`src/rtl/regfile_seq_ctrl_if.sv`:
```
// Bundle between the instruction source / RegisterFile side (master) and the
// sequencer (slave).
interface regfile_seq_ctrl_if #(
   parameter int DATA_W = 32,
   parameter int ADDR_W = 2
);
   // valid/ready: an instruction transfers on a rising edge where InValid && InReady;
   // the source may hold or change InValid/Instruction freely while InReady is low.
   logic              InValid;
   logic              InReady;
   logic [31:0]       Instruction;
   logic [ADDR_W-1:0] ReadReg1;
   logic [ADDR_W-1:0] ReadReg2;
   logic [ADDR_W-1:0] WriteReg;
   logic [DATA_W-1:0] WriteData;
   logic              RegWrite;
   logic [DATA_W-1:0] ReadData1;
   logic [DATA_W-1:0] ReadData2;
   logic              Busy;
   logic              Done;
   logic              Err;

   modport master (
      output InValid, Instruction, ReadData1, ReadData2,
      input  InReady, ReadReg1, ReadReg2, WriteReg, WriteData, RegWrite, Busy, Done, Err
   );

   modport slave (
      input  InValid, Instruction, ReadData1, ReadData2,
      output InReady, ReadReg1, ReadReg2, WriteReg, WriteData, RegWrite, Busy, Done, Err
   );
endinterface

```
`src/rtl/regfile_seq_ctrl.sv`:
```
// Multi-cycle R-type sequencer: IDLE -> READ -> EXEC -> WRITE -> DONE against a
// register file with registered reads and writes.
module regfile_seq_ctrl #(
   parameter int DATA_W = 32,
   parameter int ADDR_W = 2
) (
   input  logic                Clk,
   input  logic                Reset,
   regfile_seq_ctrl_if.slave   bus,
   output logic [2:0]          StateDbg
);
   typedef enum logic [2:0] {
      S_IDLE  = 3'd0,
      S_READ  = 3'd1,
      S_EXEC  = 3'd2,
      S_WRITE = 3'd3,
      S_DONE  = 3'd4
   } state_t;

   localparam logic [5:0] F_ADD = 6'h20;
   localparam logic [5:0] F_SUB = 6'h22;
   localparam logic [5:0] F_AND = 6'h24;
   localparam logic [5:0] F_OR  = 6'h25;
   localparam logic [5:0] F_SLT = 6'h2A;

   state_t            state_q, state_d;
   logic [5:0]        op_q, op_d;
   logic [5:0]        funct_q, funct_d;
   logic [ADDR_W-1:0] read_reg1_q, read_reg1_d;
   logic [ADDR_W-1:0] read_reg2_q, read_reg2_d;
   logic [ADDR_W-1:0] write_reg_q, write_reg_d;
   logic [DATA_W-1:0] write_data_q, write_data_d;
   logic              reg_write_q, reg_write_d;
   logic              done_q, done_d;
   logic              err_q, err_d;

   logic [DATA_W-1:0] alu_res;
   logic              op_ok;
   logic              unused_fields;

   // Register-field bits above ADDR_W and shamt carry no meaning here.
   assign unused_fields = ^{bus.Instruction[25:21+ADDR_W], bus.Instruction[20:16+ADDR_W],
                            bus.Instruction[15:11+ADDR_W], bus.Instruction[10:6]};

   always_comb begin
      op_ok   = (op_q == 6'd0);
      alu_res = '0;
      case (funct_q)
         F_ADD:   alu_res = bus.ReadData1 + bus.ReadData2;
         F_SUB:   alu_res = bus.ReadData1 - bus.ReadData2;
         F_AND:   alu_res = bus.ReadData1 & bus.ReadData2;
         F_OR:    alu_res = bus.ReadData1 | bus.ReadData2;
         F_SLT:   alu_res = {{(DATA_W-1){1'b0}},
                             ($signed(bus.ReadData1) < $signed(bus.ReadData2))};
         default: op_ok = 1'b0;
      endcase
   end

   always_comb begin
      state_d      = state_q;
      op_d         = op_q;
      funct_d      = funct_q;
      read_reg1_d  = read_reg1_q;
      read_reg2_d  = read_reg2_q;
      write_reg_d  = write_reg_q;
      write_data_d = write_data_q;
      reg_write_d  = 1'b0;
      done_d       = 1'b0;
      err_d        = 1'b0;
      case (state_q)
         S_IDLE: begin
            if (bus.InValid) begin
               op_d        = bus.Instruction[31:26];
               funct_d     = bus.Instruction[5:0];
               read_reg1_d = bus.Instruction[21 +: ADDR_W];
               read_reg2_d = bus.Instruction[16 +: ADDR_W];
               write_reg_d = bus.Instruction[11 +: ADDR_W];
               state_d     = S_READ;
            end
         end
         S_READ: state_d = S_EXEC;
         // Register file data is valid only in this state.
         S_EXEC: begin
            if (op_ok) begin
               write_data_d = alu_res;
               reg_write_d  = 1'b1;
               state_d      = S_WRITE;
            end else begin
               err_d   = 1'b1;
               done_d  = 1'b1;
               state_d = S_DONE;
            end
         end
         S_WRITE: begin
            done_d  = 1'b1;
            state_d = S_DONE;
         end
         S_DONE:  state_d = S_IDLE;
         default: state_d = S_IDLE;
      endcase
   end

   always_ff @(posedge Clk) begin
      if (Reset) begin
         state_q      <= S_IDLE;
         op_q         <= '0;
         funct_q      <= '0;
         read_reg1_q  <= '0;
         read_reg2_q  <= '0;
         write_reg_q  <= '0;
         write_data_q <= '0;
         reg_write_q  <= 1'b0;
         done_q       <= 1'b0;
         err_q        <= 1'b0;
      end else begin
         state_q      <= state_d;
         op_q         <= op_d;
         funct_q      <= funct_d;
         read_reg1_q  <= read_reg1_d;
         read_reg2_q  <= read_reg2_d;
         write_reg_q  <= write_reg_d;
         write_data_q <= write_data_d;
         reg_write_q  <= reg_write_d;
         done_q       <= done_d;
         err_q        <= err_d;
      end
   end

   assign bus.InReady   = (state_q == S_IDLE);
   assign bus.Busy      = (state_q != S_IDLE);
   assign bus.ReadReg1  = read_reg1_q;
   assign bus.ReadReg2  = read_reg2_q;
   assign bus.WriteReg  = write_reg_q;
   assign bus.WriteData = write_data_q;
   assign bus.RegWrite  = reg_write_q;
   assign bus.Done      = done_q;
   assign bus.Err       = err_q;
   assign StateDbg      = state_q;
endmodule
```
`src/flat_wrapper.sv`:
```
// flat-port wrapper written by rule: the top's interface ports become plain ports
module regfile_seq_ctrl_flat 
#(
   parameter int DATA_W = 32,
   parameter int ADDR_W = 2
)
  (Clk, Reset, StateDbg, bus_InValid, bus_Instruction, bus_ReadData1, bus_ReadData2, bus_InReady, bus_ReadReg1, bus_ReadReg2, bus_WriteReg, bus_WriteData, bus_RegWrite, bus_Busy, bus_Done, bus_Err);
  regfile_seq_ctrl_if #(.DATA_W(DATA_W), .ADDR_W(ADDR_W)) bus_i ();
  input  logic Clk;
  input  logic Reset;
  output logic [2:0] StateDbg;
  input wire logic [$bits(bus_i.InValid)-1:0] bus_InValid;
  input wire logic [$bits(bus_i.Instruction)-1:0] bus_Instruction;
  input wire logic [$bits(bus_i.ReadData1)-1:0] bus_ReadData1;
  input wire logic [$bits(bus_i.ReadData2)-1:0] bus_ReadData2;
  output wire logic [$bits(bus_i.InReady)-1:0] bus_InReady;
  output wire logic [$bits(bus_i.ReadReg1)-1:0] bus_ReadReg1;
  output wire logic [$bits(bus_i.ReadReg2)-1:0] bus_ReadReg2;
  output wire logic [$bits(bus_i.WriteReg)-1:0] bus_WriteReg;
  output wire logic [$bits(bus_i.WriteData)-1:0] bus_WriteData;
  output wire logic [$bits(bus_i.RegWrite)-1:0] bus_RegWrite;
  output wire logic [$bits(bus_i.Busy)-1:0] bus_Busy;
  output wire logic [$bits(bus_i.Done)-1:0] bus_Done;
  output wire logic [$bits(bus_i.Err)-1:0] bus_Err;
  assign bus_i.InValid = bus_InValid;
  assign bus_i.Instruction = bus_Instruction;
  assign bus_i.ReadData1 = bus_ReadData1;
  assign bus_i.ReadData2 = bus_ReadData2;
  assign bus_InReady = bus_i.InReady;
  assign bus_ReadReg1 = bus_i.ReadReg1;
  assign bus_ReadReg2 = bus_i.ReadReg2;
  assign bus_WriteReg = bus_i.WriteReg;
  assign bus_WriteData = bus_i.WriteData;
  assign bus_RegWrite = bus_i.RegWrite;
  assign bus_Busy = bus_i.Busy;
  assign bus_Done = bus_i.Done;
  assign bus_Err = bus_i.Err;
  regfile_seq_ctrl #(.DATA_W(DATA_W), .ADDR_W(ADDR_W)) u_core (.Clk(Clk), .Reset(Reset), .bus(bus_i), .StateDbg(StateDbg));
endmodule
```
`config.mk`:
```
export PLATFORM = sky130hd
export DESIGN_NAME = regfile_seq_ctrl_flat
export DESIGN_NICKNAME = d
export VERILOG_FILES = /design/src/rtl/regfile_seq_ctrl_if.sv /design/src/rtl/regfile_seq_ctrl.sv /design/src/flat_wrapper.sv
export SDC_FILE = /design/constraint.sdc
export NUM_CORES = 1
export LEC_CHECK = 0
export BUFFER_PORTS_ARGS = -buffer_cell sky130_fd_sc_hd__buf_2
export CORE_ASPECT_RATIO = 1.75
export CORE_MARGIN = 2
export CORE_UTILIZATION = 54
export DETAILED_ROUTE_END_ITERATION = 8
export GPL_ROUTABILITY_DRIVEN = 0
export GPL_TIMING_DRIVEN = 0
export PLACE_DENSITY = 0.79
export SETUP_SLACK_MARGIN = 0.15
export SYNTH_ARGS = -nofsm -noshare
export SYNTH_HDL_FRONTEND = slang
export SYNTH_SLANG_ARGS = --single-unit
```
`constraint.sdc`:
```
create_clock -name Clk -period 5.55 [get_ports Clk]
set_clock_uncertainty 0.1 [all_clocks]
set_input_delay 0.8325 -clock Clk [delete_from_list [all_inputs] [get_ports Clk]]
set_output_delay 0.8325 -clock Clk [all_outputs]
set_load 0.03 [all_outputs]
```
==> impl_metrics.yaml <==
synthesis:
  ys_seq_elements: 56
  async_flop_share_pct: 0
  synth_top_area_share_pct: 18.1
  synth_edf_count: 0
  synth_top_area_cell: "ha_1"
  synth.net_count: 1188
  ys.flop_type: "dfxtp_1"
  ys_warn_count: 0
  synth_area_um2: 6990
  synth_seq_area_share_pct: 16.0
  ys_top_cells_by_area: "ha_1 18%, dfxtp_1 16%, a21oi_1 7.0%, inv_1 6.0%, nand2_1 5.2%"
  synthCells: 986
  avgSynthCellArea_um2: 7.08
  yosys.cell_types.count: 73
timing:
  fin_crit_ns: 3.84
  period_share_pct: 69.2
  setup_viol: 0
  rsz0062_at_grt: "false"
  fin_tns_setup_ns: 0
  hold_viol: 0
  worst_slew_pin_slew_ns: 1.04
  fmax_mhz: 260
  hold_slack_ns: 0.354
  drv_slew: 0
  slew-limit-headroom_pct: 30.0
floorplan:
  core.rowCount: 55
  die_h_um: 154
  io_pins: 145
  core-area_um2: 12800
  dieWidth_um: 90.0
  die_area_um2: 13900
  initial_core_util_pct: 54.6
setup_path:
  critPathLaunchType: "input port"
  arrival_ns: 3.93
  reg2reg_to: "u_core.bus.WriteData[6]"
  critPathKind: "input port to register"
  required_ns: 5.63
  r2r_setup_slack_ns: 2.44
  rr_startpoint: "u_core.funct_q[1]"
  reg2regPathDepth: 8
  worst-path-max-fanout: 4
  endpoint_kind: "register"
worst_hold_path:
  worstHoldStart: "u_core.bus.ReadReg1[0]"
  hp-class: "register to register"
  hold_end: "u_core.bus.ReadReg1[0]"
  holdPathStages: 2
cts:
  cts_inserted_buffers: 5
  cts_sinks: 56
  cts_resized: 0
  path_clk_slew_ns: 0.08
  htreeDepth: 2
  cts_tree: "built"
  clk_latency_ns: 0.31
  post-cts-setup-buffers: 0
  clk_path_buf_depth: 2
  ctsHoldBuffers: 0
  root_buffer: "clkbuf_16"
route:
  drc: 0
  post_drt_via_cell_ratio: 6.14
  num_vias: 7952
  first_pass_iters: 6
  drtIter0Drc: 601
  wl_per_cell_um: 18.2
  ant_nets: 0
  drt-total-wl_um: 23600
pwr:
  power_leakage_nw: 3.67
  peakVddDrop_uv: 142
  power_density_nw_per_um2: 172
cells_and_area:
  layout_common_cells: "139 x buf_2, 112 x inv_1, 101 x ha_1"
  syn_to_final_growth_pct: 14.6
  antenna_cells: 0
  final_common_cell: "buf_2"
  layout.nets: 1325
  post-route-util_pct: 62.5
  drive_above_1_share_pct: 15.2
global_route:
  grt-ovfl-total: 0
  grt_pass1_vias: 7609
  grt_max_degree: 21
  antenna_found_initial: 0
  grt_pass1_wl_um: 37300
  grtUsageTotal_pct: 33.0
run:
  maxCapViolCount: 0
place:
  io_buffers: 130
  hpwl_um: 18700
status:
  status: "complete, no violations"
worst max-delay path: stages:
cell       delay (ns)
buf_2            0.13
inv_1            0.10
ha_1             0.22
or2_0            0.22
o221ai_2         0.23
a211oi_2         0.19
a2111oi_1        0.70
o31ai_1          0.24
a21oi_1          0.33
mux2i_1          0.12
a2111oi_0        0.54
nor2_1           0.07
stage by stage:
stage | power [mW] | worst slack (ns) | instance area [um^2] | cells
6_report | 1.37 | 1.71 | 8000 | 1295
5_1_grt | 1.45 | 1.52 | 8000 | 1295
4_1_cts | 1.36 | 1.82 | 8000 | 1295
3_5_place_dp | 1.02 | 1.53 | 7850 | 1287
3_3_place_gp | 1.01 | 1.53 | 7850 | 1287
2_1_floorplan | 0.844 | 2.08 | 6990 | 986
power by group:
| part | internal (mW) | leakage, nW | switching (mW) |
|---|---|---|---|
| sequential | 0.413 | 0.454 | 0.00852 |
| combinational | 0.214 | 3.14 | 0.392 |
| clock | 0.175 | 0.0767 | 0.173 |
cell type report:
cell class / instances / area [um^2]
Multi-Input combinational cell: 762 / 5220
Fill cell: 1267 / 4800
Sequential cell: 56 / 1120
Timing Repair Buffer: 130 / 651
Inverter: 115 / 432
Buffer: 53 / 214
Tap cell: 171 / 214
Clock buffer: 5 / 125
Clock inverter: 3 / 28.8
worst max path at each step:
stage	startpoint	to	slack [ns]	depth (start not counted)
floorplan	bus_ReadData2[3]	u_core.bus.WriteData[31]	2.08	11
global placement	bus_ReadData2[1]	u_core.bus.WriteData[29]	1.53	12
detailed placement	bus_ReadData2[1]	u_core.bus.WriteData[29]	1.53	12
CTS	bus_ReadData2[1]	u_core.bus.WriteData[29]	1.82	12
global route	bus_ReadData2[6]	u_core.bus.WriteData[29]	1.52	13
finish	bus_ReadData2[1]	u_core.bus.WriteData[29]	1.71	12
sequential cells by signal, indices dropped and copies added (netlist names):
name / count
u_core.bus.RegWrite: 1
u_core.bus.WriteReg: 2
u_core.bus.WriteData: 32
u_core.StateDbg: 3
u_core.bus.ReadReg2: 2
u_core.op_q: 6
u_core.bus.ReadReg1: 2
u_core.funct_q: 6
u_core.bus.Done: 1
u_core.bus.Err: 1
Yosys cell counts (all sizes together), types with 4 or more instances:
| cell | n |
|---|---|
| a21oi | 100 |
| o221ai | 10 |
| a311oi | 6 |
| xnor2 | 19 |
| a2111oi | 9 |
| o211ai | 14 |
| dfxtp | 56 |
| nor2b | 11 |
| clkbuf | 42 |
| a22oi | 5 |
| mux2i | 24 |
| o31ai | 14 |
| o21a | 6 |
| buf | 11 |
| inv | 114 |
| nor4 | 15 |
| o31a | 4 |
| a21o | 12 |
| or4 | 5 |
| nand4 | 7 |
| nand3 | 22 |
| nand2b | 9 |
| ha | 101 |
| nand2 | 97 |
| and3 | 4 |
| o21bai | 4 |
| nor3 | 31 |
| a31oi | 7 |
| nor2 | 91 |
| o21ai | 65 |
| a211oi | 19 |
per-layer routing:
metal	vias up	global-route usage, %	share of wire [%]
li1	3741	-	-
met1	3632	34.9	35
met2	431	59.6	49
met3	148	5.02	7.3
met4	0	23.4	8.0
met5	-	0	0
kinds of logic after synthesis:
group,Yosys count,synth area share (%)
simple gates,309,20.8
compound gates,302,28.7
buf+inv,168,9.24
fa+ha+maj,103,18.7
flops,56,16.0
mux,26,3.76
xor+xnor,22,2.76
Note: power is estimated with default switching activity, not from simulation.
